==> src/rtl/riscv_ctrl_pkg.sv <==
// Shared definitions for the control pipeline: field widths, branch
// condition encodings, per-stage control bundles and their bubble values.
package riscv_ctrl_pkg;

    localparam int RESULTSRC_W  = 2;
    localparam int ALUCONTROL_W = 4;
    localparam int FUNCT3_W     = 3;
    localparam int INSTRET_W    = 32;

    localparam logic [FUNCT3_W-1:0] F3_BEQ  = 3'b000;
    localparam logic [FUNCT3_W-1:0] F3_BNE  = 3'b001;
    localparam logic [FUNCT3_W-1:0] F3_BLT  = 3'b100;
    localparam logic [FUNCT3_W-1:0] F3_BGE  = 3'b101;
    localparam logic [FUNCT3_W-1:0] F3_BLTU = 3'b110;
    localparam logic [FUNCT3_W-1:0] F3_BGEU = 3'b111;

    typedef struct packed {
        logic                    valid;
        logic                    reg_write;
        logic                    mem_write;
        logic                    jump;
        logic                    branch;
        logic                    alu_src_b;
        logic                    pc_jal_src;
        logic [RESULTSRC_W-1:0]  result_src;
        logic [ALUCONTROL_W-1:0] alu_control;
        logic [1:0]              alu_src_a;
        logic [1:0]              write_type;
        logic [FUNCT3_W-1:0]     funct3;
    } ctrl_e_t;

    typedef struct packed {
        logic                   valid;
        logic                   reg_write;
        logic                   mem_write;
        logic [RESULTSRC_W-1:0] result_src;
        logic [1:0]             write_type;
    } ctrl_m_t;

    typedef struct packed {
        logic                   valid;
        logic                   reg_write;
        logic [RESULTSRC_W-1:0] result_src;
    } ctrl_w_t;

    // A bubble clears every control bit and the valid bit.
    localparam ctrl_e_t CTRL_E_BUBBLE = '0;
    localparam ctrl_m_t CTRL_M_BUBBLE = '0;
    localparam ctrl_w_t CTRL_W_BUBBLE = '0;

    // Branch condition from funct3 and the ALU compare flags.
    // The unused encodings 010/011 never take.
    function automatic logic branch_cond(input logic [FUNCT3_W-1:0] f3,
                                         input logic zero,
                                         input logic lt,
                                         input logic ltu);
        logic taken;
        taken = 1'b0;
        case (f3)
            F3_BEQ:  taken = zero;
            F3_BNE:  taken = ~zero;
            F3_BLT:  taken = lt;
            F3_BGE:  taken = ~lt;
            F3_BLTU: taken = ltu;
            F3_BGEU: taken = ~ltu;
            default: taken = 1'b0;
        endcase
        return taken;
    endfunction

endpackage

==> src/rtl/ctrl_stage_reg.sv <==
// One pipeline control register: reset and flush load the bubble value,
// stall holds the current contents, otherwise the next stage bundle loads.
module ctrl_stage_reg
    import riscv_ctrl_pkg::*;
#(
    parameter int               WIDTH  = 1,
    parameter logic [WIDTH-1:0] BUBBLE = '0
) (
    input  logic             clk,
    input  logic             rst,
    input  logic             flush,
    input  logic             stall,
    input  logic [WIDTH-1:0] d,
    output logic [WIDTH-1:0] q
);

    logic [WIDTH-1:0] q_reg;

    // Priority: reset, then flush (bubble), then stall (hold), then load.
    always_ff @(posedge clk) begin
        if (rst || flush) begin
            q_reg <= BUBBLE;
        end else if (!stall) begin
            q_reg <= d;
        end
    end

    assign q = q_reg;

endmodule

==> src/rtl/control_pipe.sv <==
// Carries decoded controls through the E, M and W pipeline registers,
// resolves the fetch redirect in Execute and counts retired instructions.
module control_pipe
    import riscv_ctrl_pkg::*;
#(
    parameter int RESULTSRC_WIDTH  = RESULTSRC_W,
    parameter int ALUCONTROL_WIDTH = ALUCONTROL_W,
    parameter int FUNCT3_WIDTH     = FUNCT3_W,
    parameter int INSTRET_WIDTH    = INSTRET_W
) (
    input  logic                        clk,
    input  logic                        rst,
    input  logic                        Valid_D,
    input  logic                        RegWrite_D,
    input  logic                        MemWrite_D,
    input  logic                        Jump_D,
    input  logic                        Branch_D,
    input  logic                        ALUSrcB_D,
    input  logic                        PCJalSrc_D,
    input  logic [RESULTSRC_WIDTH-1:0]  ResultSrc_D,
    input  logic [ALUCONTROL_WIDTH-1:0] ALUControl_D,
    input  logic [1:0]                  ALUSrcA_D,
    input  logic [1:0]                  write_type_D,
    input  logic [FUNCT3_WIDTH-1:0]     funct3_D,
    input  logic                        Stall_E,
    input  logic                        Flush_E,
    input  logic                        Zero_E,
    input  logic                        Lt_E,
    input  logic                        Ltu_E,
    output logic [ALUCONTROL_WIDTH-1:0] ALUControl_E,
    output logic [1:0]                  ALUSrcA_E,
    output logic                        ALUSrcB_E,
    output logic                        PCJalSrc_E,
    output logic [RESULTSRC_WIDTH-1:0]  ResultSrc_E,
    output logic                        RegWrite_E,
    output logic                        PCSrc_E,
    output logic                        RegWrite_M,
    output logic                        MemWrite_M,
    output logic [RESULTSRC_WIDTH-1:0]  ResultSrc_M,
    output logic [1:0]                  write_type_M,
    output logic                        RegWrite_W,
    output logic [RESULTSRC_WIDTH-1:0]  ResultSrc_W,
    output logic [INSTRET_WIDTH-1:0]    instret
);

    // The stage bundles are laid out with the package widths, so the
    // field-width parameters must agree with them.
    if (RESULTSRC_WIDTH != RESULTSRC_W || ALUCONTROL_WIDTH != ALUCONTROL_W ||
        FUNCT3_WIDTH != FUNCT3_W) begin : g_width_check
        $error("control_pipe: field widths must match riscv_ctrl_pkg");
    end

    localparam logic [INSTRET_WIDTH-1:0] INSTRET_ONE = 1;

    ctrl_e_t e_d, e_q;
    ctrl_m_t m_d, m_q;
    ctrl_w_t w_d, w_q;
    logic    flush_m;
    logic [INSTRET_WIDTH-1:0] instret_reg;

    // Gather the decode-side controls into the E bundle.
    always_comb begin
        e_d             = CTRL_E_BUBBLE;
        e_d.valid       = Valid_D;
        e_d.reg_write   = RegWrite_D;
        e_d.mem_write   = MemWrite_D;
        e_d.jump        = Jump_D;
        e_d.branch      = Branch_D;
        e_d.alu_src_b   = ALUSrcB_D;
        e_d.pc_jal_src  = PCJalSrc_D;
        e_d.result_src  = ResultSrc_D;
        e_d.alu_control = ALUControl_D;
        e_d.alu_src_a   = ALUSrcA_D;
        e_d.write_type  = write_type_D;
        e_d.funct3      = funct3_D;
    end

    // Narrow the E bundle to what Memory and later stages still need.
    always_comb begin
        m_d            = CTRL_M_BUBBLE;
        m_d.valid      = e_q.valid;
        m_d.reg_write  = e_q.reg_write;
        m_d.mem_write  = e_q.mem_write;
        m_d.result_src = e_q.result_src;
        m_d.write_type = e_q.write_type;
    end

    // Narrow the M bundle to what Writeback needs.
    always_comb begin
        w_d            = CTRL_W_BUBBLE;
        w_d.valid      = m_q.valid;
        w_d.reg_write  = m_q.reg_write;
        w_d.result_src = m_q.result_src;
    end

    // While E holds (and is not being flushed) M must take a bubble,
    // otherwise the held instruction would advance twice.
    assign flush_m = Stall_E & ~Flush_E;

    ctrl_stage_reg #(.WIDTH($bits(ctrl_e_t)), .BUBBLE(CTRL_E_BUBBLE)) u_reg_e (
        .clk(clk), .rst(rst), .flush(Flush_E), .stall(Stall_E), .d(e_d), .q(e_q)
    );

    ctrl_stage_reg #(.WIDTH($bits(ctrl_m_t)), .BUBBLE(CTRL_M_BUBBLE)) u_reg_m (
        .clk(clk), .rst(rst), .flush(flush_m), .stall(1'b0), .d(m_d), .q(m_q)
    );

    ctrl_stage_reg #(.WIDTH($bits(ctrl_w_t)), .BUBBLE(CTRL_W_BUBBLE)) u_reg_w (
        .clk(clk), .rst(rst), .flush(1'b0), .stall(1'b0), .d(w_d), .q(w_q)
    );

    // Count each valid instruction leaving Writeback; wraps naturally.
    always_ff @(posedge clk) begin
        if (rst) begin
            instret_reg <= '0;
        end else if (w_q.valid) begin
            instret_reg <= instret_reg + INSTRET_ONE;
        end
    end

    // Redirect only for a real instruction in E.
    assign PCSrc_E = e_q.valid &
                     (e_q.jump | (e_q.branch & branch_cond(e_q.funct3, Zero_E, Lt_E, Ltu_E)));

    assign ALUControl_E = e_q.alu_control;
    assign ALUSrcA_E    = e_q.alu_src_a;
    assign ALUSrcB_E    = e_q.alu_src_b;
    assign PCJalSrc_E   = e_q.pc_jal_src;
    assign ResultSrc_E  = e_q.result_src;
    assign RegWrite_E   = e_q.reg_write;
    assign RegWrite_M   = m_q.reg_write;
    assign MemWrite_M   = m_q.mem_write;
    assign ResultSrc_M  = m_q.result_src;
    assign write_type_M = m_q.write_type;
    assign RegWrite_W   = w_q.reg_write;
    assign ResultSrc_W  = w_q.result_src;
    assign instret      = instret_reg;

endmodule

==> config.mk <==
export PLATFORM = sky130hd
export DESIGN_NAME = control_pipe
export DESIGN_NICKNAME = d
export VERILOG_FILES = /design/src/rtl/riscv_ctrl_pkg.sv /design/src/rtl/ctrl_stage_reg.sv /design/src/rtl/control_pipe.sv
export SDC_FILE = /design/constraint.sdc
export NUM_CORES = 1
export LEC_CHECK = 0
export CORE_MARGIN = 5
export CORE_UTILIZATION = 40
export DETAILED_ROUTE_END_ITERATION = 10
export HOLD_SLACK_MARGIN = 0.12
export PLACE_DENSITY = 0.75
export SLEW_MARGIN = 20
export SYNTH_ARGS = -nofsm -noshare
export SYNTH_HDL_FRONTEND = slang
export SYNTH_SLANG_ARGS = --single-unit
==> constraint.sdc <==
create_clock -name clk -period 5.7 [get_ports clk]
set_input_delay 1.425 -clock clk [delete_from_list [all_inputs] [get_ports clk]]
set_output_delay 1.425 -clock clk [all_outputs]
set_load 0.01 [all_outputs]
; Yosys cells after proc, flatten, opt, wreduce, memory -nomap -nowiden
; Cells that the tools add are included.
[classes]
n_mux = 1
div = 0
reduce_logical = 3
n_eq_ne = 5
order_cmp = 0
mul = 0
addsub = 1
n_bitwise = 8
shifts = 0
[op_table]
columns = operator, count
row1 = "32-bit by 1-bit adder with 32-bit output, second input constant", 1
row2 = "3-bit equality test, second input constant", 4
row3 = 1-bit one-hot mux with 6 select lines, 1
row4 = 1-bit NOT, 4
row5 = 1-bit bitwise AND, 3
row6 = "3-bit by 1-bit equality test with 1-bit output, second input constant", 1
row7 = 3-bit zero test, 1
row8 = 1-bit logical OR, 2
row9 = 1-bit OR, 1
[totals]
n_memories = 0
out_inout_bits = 53
wordCells = 22
regBits = 63
latch_bits = 0
input_bits = 27
ramBits = 0
romBits = 0

; Logic depth before layout (Yosys ltp)
[depth]
ltp_word = 5
mapped_depth = 7

; Hierarchy
; A second synthesis with hierarchy kept.
[hier_totals]
hier_cells = 292
area_unflattened_um2 = 2736.4
[modules_own_cells]
columns = mod, area_each_um2, cells_per_inst, n_inst, seq_area_each_um2
row1 = control_pipe, 1609.0, 190, 1, 640.6
row2 = ctrl_stage_reg at u_reg_e, 729.4, 65, 1, 400.4
row3 = ctrl_stage_reg at u_reg_m, 252.7, 24, 1, 140.1
row4 = ctrl_stage_reg at u_reg_w, 145.1, 13, 1, 80.1

; Least setup slack after synthesis
; OpenSTA, ideal clock, no wires.
[synth_path]
path_type = input to output
startpoint = in Ltu_E
endpoint = out PCSrc_E
arrival_time_ps = 2083
slack_ps = 2192
cell_stages = 4
cell_sequence = mux2i_1 nor3b_1 o31a_1 o21a_1
[synth_between]
elab_chain_len = 5
[synth_rtl]
columns = element, line_no
row1 = start: declaration, control_pipe.sv:29  ; input logic Ltu_E,
row2 = 1-bit NOT, riscv_ctrl_pkg.sv:65  ; F3_BGEU: taken = ~ltu;
row3 = 1-bit one-hot mux with 6 select lines (*), riscv_ctrl_pkg.sv:59  ; case (f3)
row4 = 1-bit bitwise AND (*), control_pipe.sv:123  ; (e_q.jump | (e_q.branch & branch_cond(e_q.funct3, Zero_E, Lt_E, Ltu_E)));
row5 = 1-bit OR (*), control_pipe.sv:123
row6 = 1-bit bitwise AND (*), control_pipe.sv:122  ; assign PCSrc_E = e_q.valid &
row7 = end: declaration, control_pipe.sv:36  ; output logic PCSrc_E,
; Every way passes the cells marked *; elsewhere a longest branch is shown, timed or not.

; Worst setup path in the final report
; Same ends and word-level chain as after synthesis.

==> summary.txt <==
Port Buffers: 79
clk_lat worst skew: 330 ps
hold depth: 1
hold_sp: u_reg_m.q[6]$_SDFF_PP0_
Initial Util: 41.4%
GP Congestion: 0.777
Critical Path Slowest Stage Cell: clkdlybuf4s50_1
Area growth syn-to-layout: 36.2%
HPWL Detailed: 4050 µm
FF-to-FF Start: instret[0]$_SDFFE_PP0P_
GRT overflow: 0
gr usage total: 13.9%
Mapped Area: 0.00266 mm²
most frequent cells in the layout: clkdlybuf4s50_1 (79), dfxtp_1 (63), nor2_1 (38)
CTS Buffer Depth: 2
syn_area_per_cell: 9.34 µm²
CTS root buf: clkbuf_8
max reg flops: 32
WL/cell: 13.0 µm
register area share after synthesis: 47.4%
post-cts hold buffer count: 0
number of synthesized flops with an enable pin: 0
Final #Nets: 377
clk_skew: 5.68 ps
final worst slack: 1280 ps
clock sink count: 63
worst-path cell chain: clkdlybuf4s50_1, mux2i_1, and3_1, o31a_1, o21a_1, clkdlybuf4s50_1
asr flop ratio synth: 0%
Final TNS setup: 0 ps
Mapped Nets: 313
CP Capture Type: output pin
Slew HR: 62.7%
power density over the cells: 268 mW/mm²
Place WS: 1280 ps
fillers: 571
die area: 0.00838 mm²
Rows: 29
first-pass GRT wire length: 9470 µm
DIE HEIGHT: 91.6 µm
DR vias: 2225
PostCTS Resize Cnt: 0
Hold Path Sink: u_reg_w.q[3]$_SDFF_PP0_
Leak: 0.00128 µW
vias in the first global route: 2123
maximum vdd drop: 134 µV
Sw Pwr: 190 µW
most common cell after layout, fill and taps aside: clkdlybuf4s50_1
layout cell share with drive strength beyond 1: 6.78%
switching share of power: 19.5%
register area: 0.00126 mm²
clock-pin slew on the worst setup and hold paths: 60 ps
CP Class: in -> out
Post-CTS Setup Inserts: 0
combinational power share: 5.4%
RSZ-0062 raised after global routing: no
FF-to-FF setup slack: 3270 ps
antenna viol nets, final: 0
Core ar.: 0.00642 mm²
n_diodes: 0
Min-Delay Path Class: reg -> reg
outcome: finished clean
Synth Instances: 285
final hold vios: 0
Yosys reg bits: 63
Clk pwr share: 48.3%
synth unique cells: 35
CTS tree: built
worst-path fanout max: 2
Most common cell on crit path: clkdlybuf4s50_1
CP peak stage delay: 470 ps
Die Wd: 91.6 µm
initial drt markers: 61
DRT Pass-1 Iters: 4
Max Clock Freq: 226 MHz
Crit. Startpoint: Ltu_E
Max-Cap Viols: 0
Setup violations, final: 0
CP startpoint kind: primary input
initial antenna violation count: 0
required time worst endpoint: 4280 ps
R2R Path End: instret[28]$_SDFFE_PP0P_
worst path bufs/invs: 2
Max H-tree Level: 3
post-route minimum period: 4420 ps
CP delay by family, top: buffers and inverters
Syn. warnings: 0
area of the multi-input gates: 0.00120 mm²
Final Slew Violations: 0
WP data arrival: 2990 ps
I/O Pins: 80
CTS Buf Count: 9
ys flop type: dfxtp_1
drt drc: 0
Worst Tran Pin Value: 558 ps
Tcrit/Tclk final: 77.5%
FF-to-FF path depth: 5
Vias/cell: 5.16
cell internal pwr: 781 µW
Seq pwr share: 46.3%
largest net degree at the start of global routing: 34
Post-Route WL: 5620 µm
## Yosys cell counts (all sizes together) (3+ instances only)
cell | number | share of area [%]
or4 | 11 | 3.1
mux2 | 5 | 2.1
dfxtp | 63 | 47
o21ai | 7 | 1.3
nor2 | 38 | 5.4
inv | 7 | 0.99
and2 | 7 | 1.6
buf | 21 | 5.6
or3 | 7 | 1.7
nand3 | 9 | 1.9
nor2b | 8 | 1.9
nor3 | 4 | 0.75
xnor2 | 8 | 2.6
a21oi | 17 | 3.2
nand4 | 7 | 1.6
o31ai | 9 | 2.5
mux2i | 22 | 8.3
clkbuf | 7 | 1.0
nand2 | 9 | 1.3
nor4 | 5 | 1.2
and4 | 4 | 1.3
xor2 | 3 | 0.99
## power by group through the flow
stage | Sequential [µW] | Clock, µW | Combinational (µW)
detailed placement | 459 | 0 | 53.6
finish | 449 | 468 | 52.8
global route | 450 | 504 | 57.9
floorplan | 459 | 0 | 26.6
global placement | 459 | 0 | 52.4
CTS | 449 | 479 | 53.8
## how the worst max path moves through the flow
stage / end / slack [ps] / cells past startpoint
2_1_floorplan: PCSrc_E / 2190 / 4
3_3_place_gp: PCSrc_E / 1290 / 6
3_5_place_dp: PCSrc_E / 1280 / 6
4_1_cts: PCSrc_E / 1270 / 6
5_1_grt: PCSrc_E / 1190 / 6
6_report: PCSrc_E / 1280 / 6
## worst reg2reg max path, cell delays in order (launching register included)
cell and delay, ps:
dfxtp_1 400, ha_1 220, nand3_1 160, or4_1 780, nor4_1 400, mux2_2 370
## metal layers
layer,global-route usage (%),up-vias,wire [µm]
li1,-,1111,-
met1,15.2,1032,2310
met2,22.8,73,2590
met3,6.94,9,632
met4,6.03,0,91
met5,0,-,0
## through the flow
| stage | std cells | cell area, µm² | util (%) | hold WS, ps | power [µW] |
|---|---|---|---|---|---|
| floorplan | 285 | 2660 | - | 414 | 485 |
| global placement | 415 | 3390 | 52.7 | 430 | 511 |
| detailed placement | 415 | 3390 | 52.7 | 428 | 513 |
| CTS | 431 | 3630 | 56.5 | 444 | 982 |
| global route | 431 | 3630 | 56.5 | 475 | 1010 |
| finish | 431 | 3630 | 56.5 | 442 | 970 |
## cell type report
cell class | instances | share of cell area [%]
clock buffer | 13 | 4.11
clock inverter | 3 | 2.48
inverter | 7 | 0.725
multi-input combinational | 187 | 33.0
sequential | 63 | 34.8
tap | 77 | 2.66
timing repair buffer | 81 | 22.2
## kinds of logic after synthesis
logic type / after synthesis / share of synthesized area [%]
AOI/OAI and AO/OA: 35 / 7.66
xor gates and xnor gates: 11 / 3.62
adders and majority gates: 1 / 0.470
buffers and inverters: 35 / 7.62
DFF: 63 / 47.4
muxes: 27 / 10.4
and+or+nand+nor: 113 / 22.8
Power figures use the tool's default switching activity.
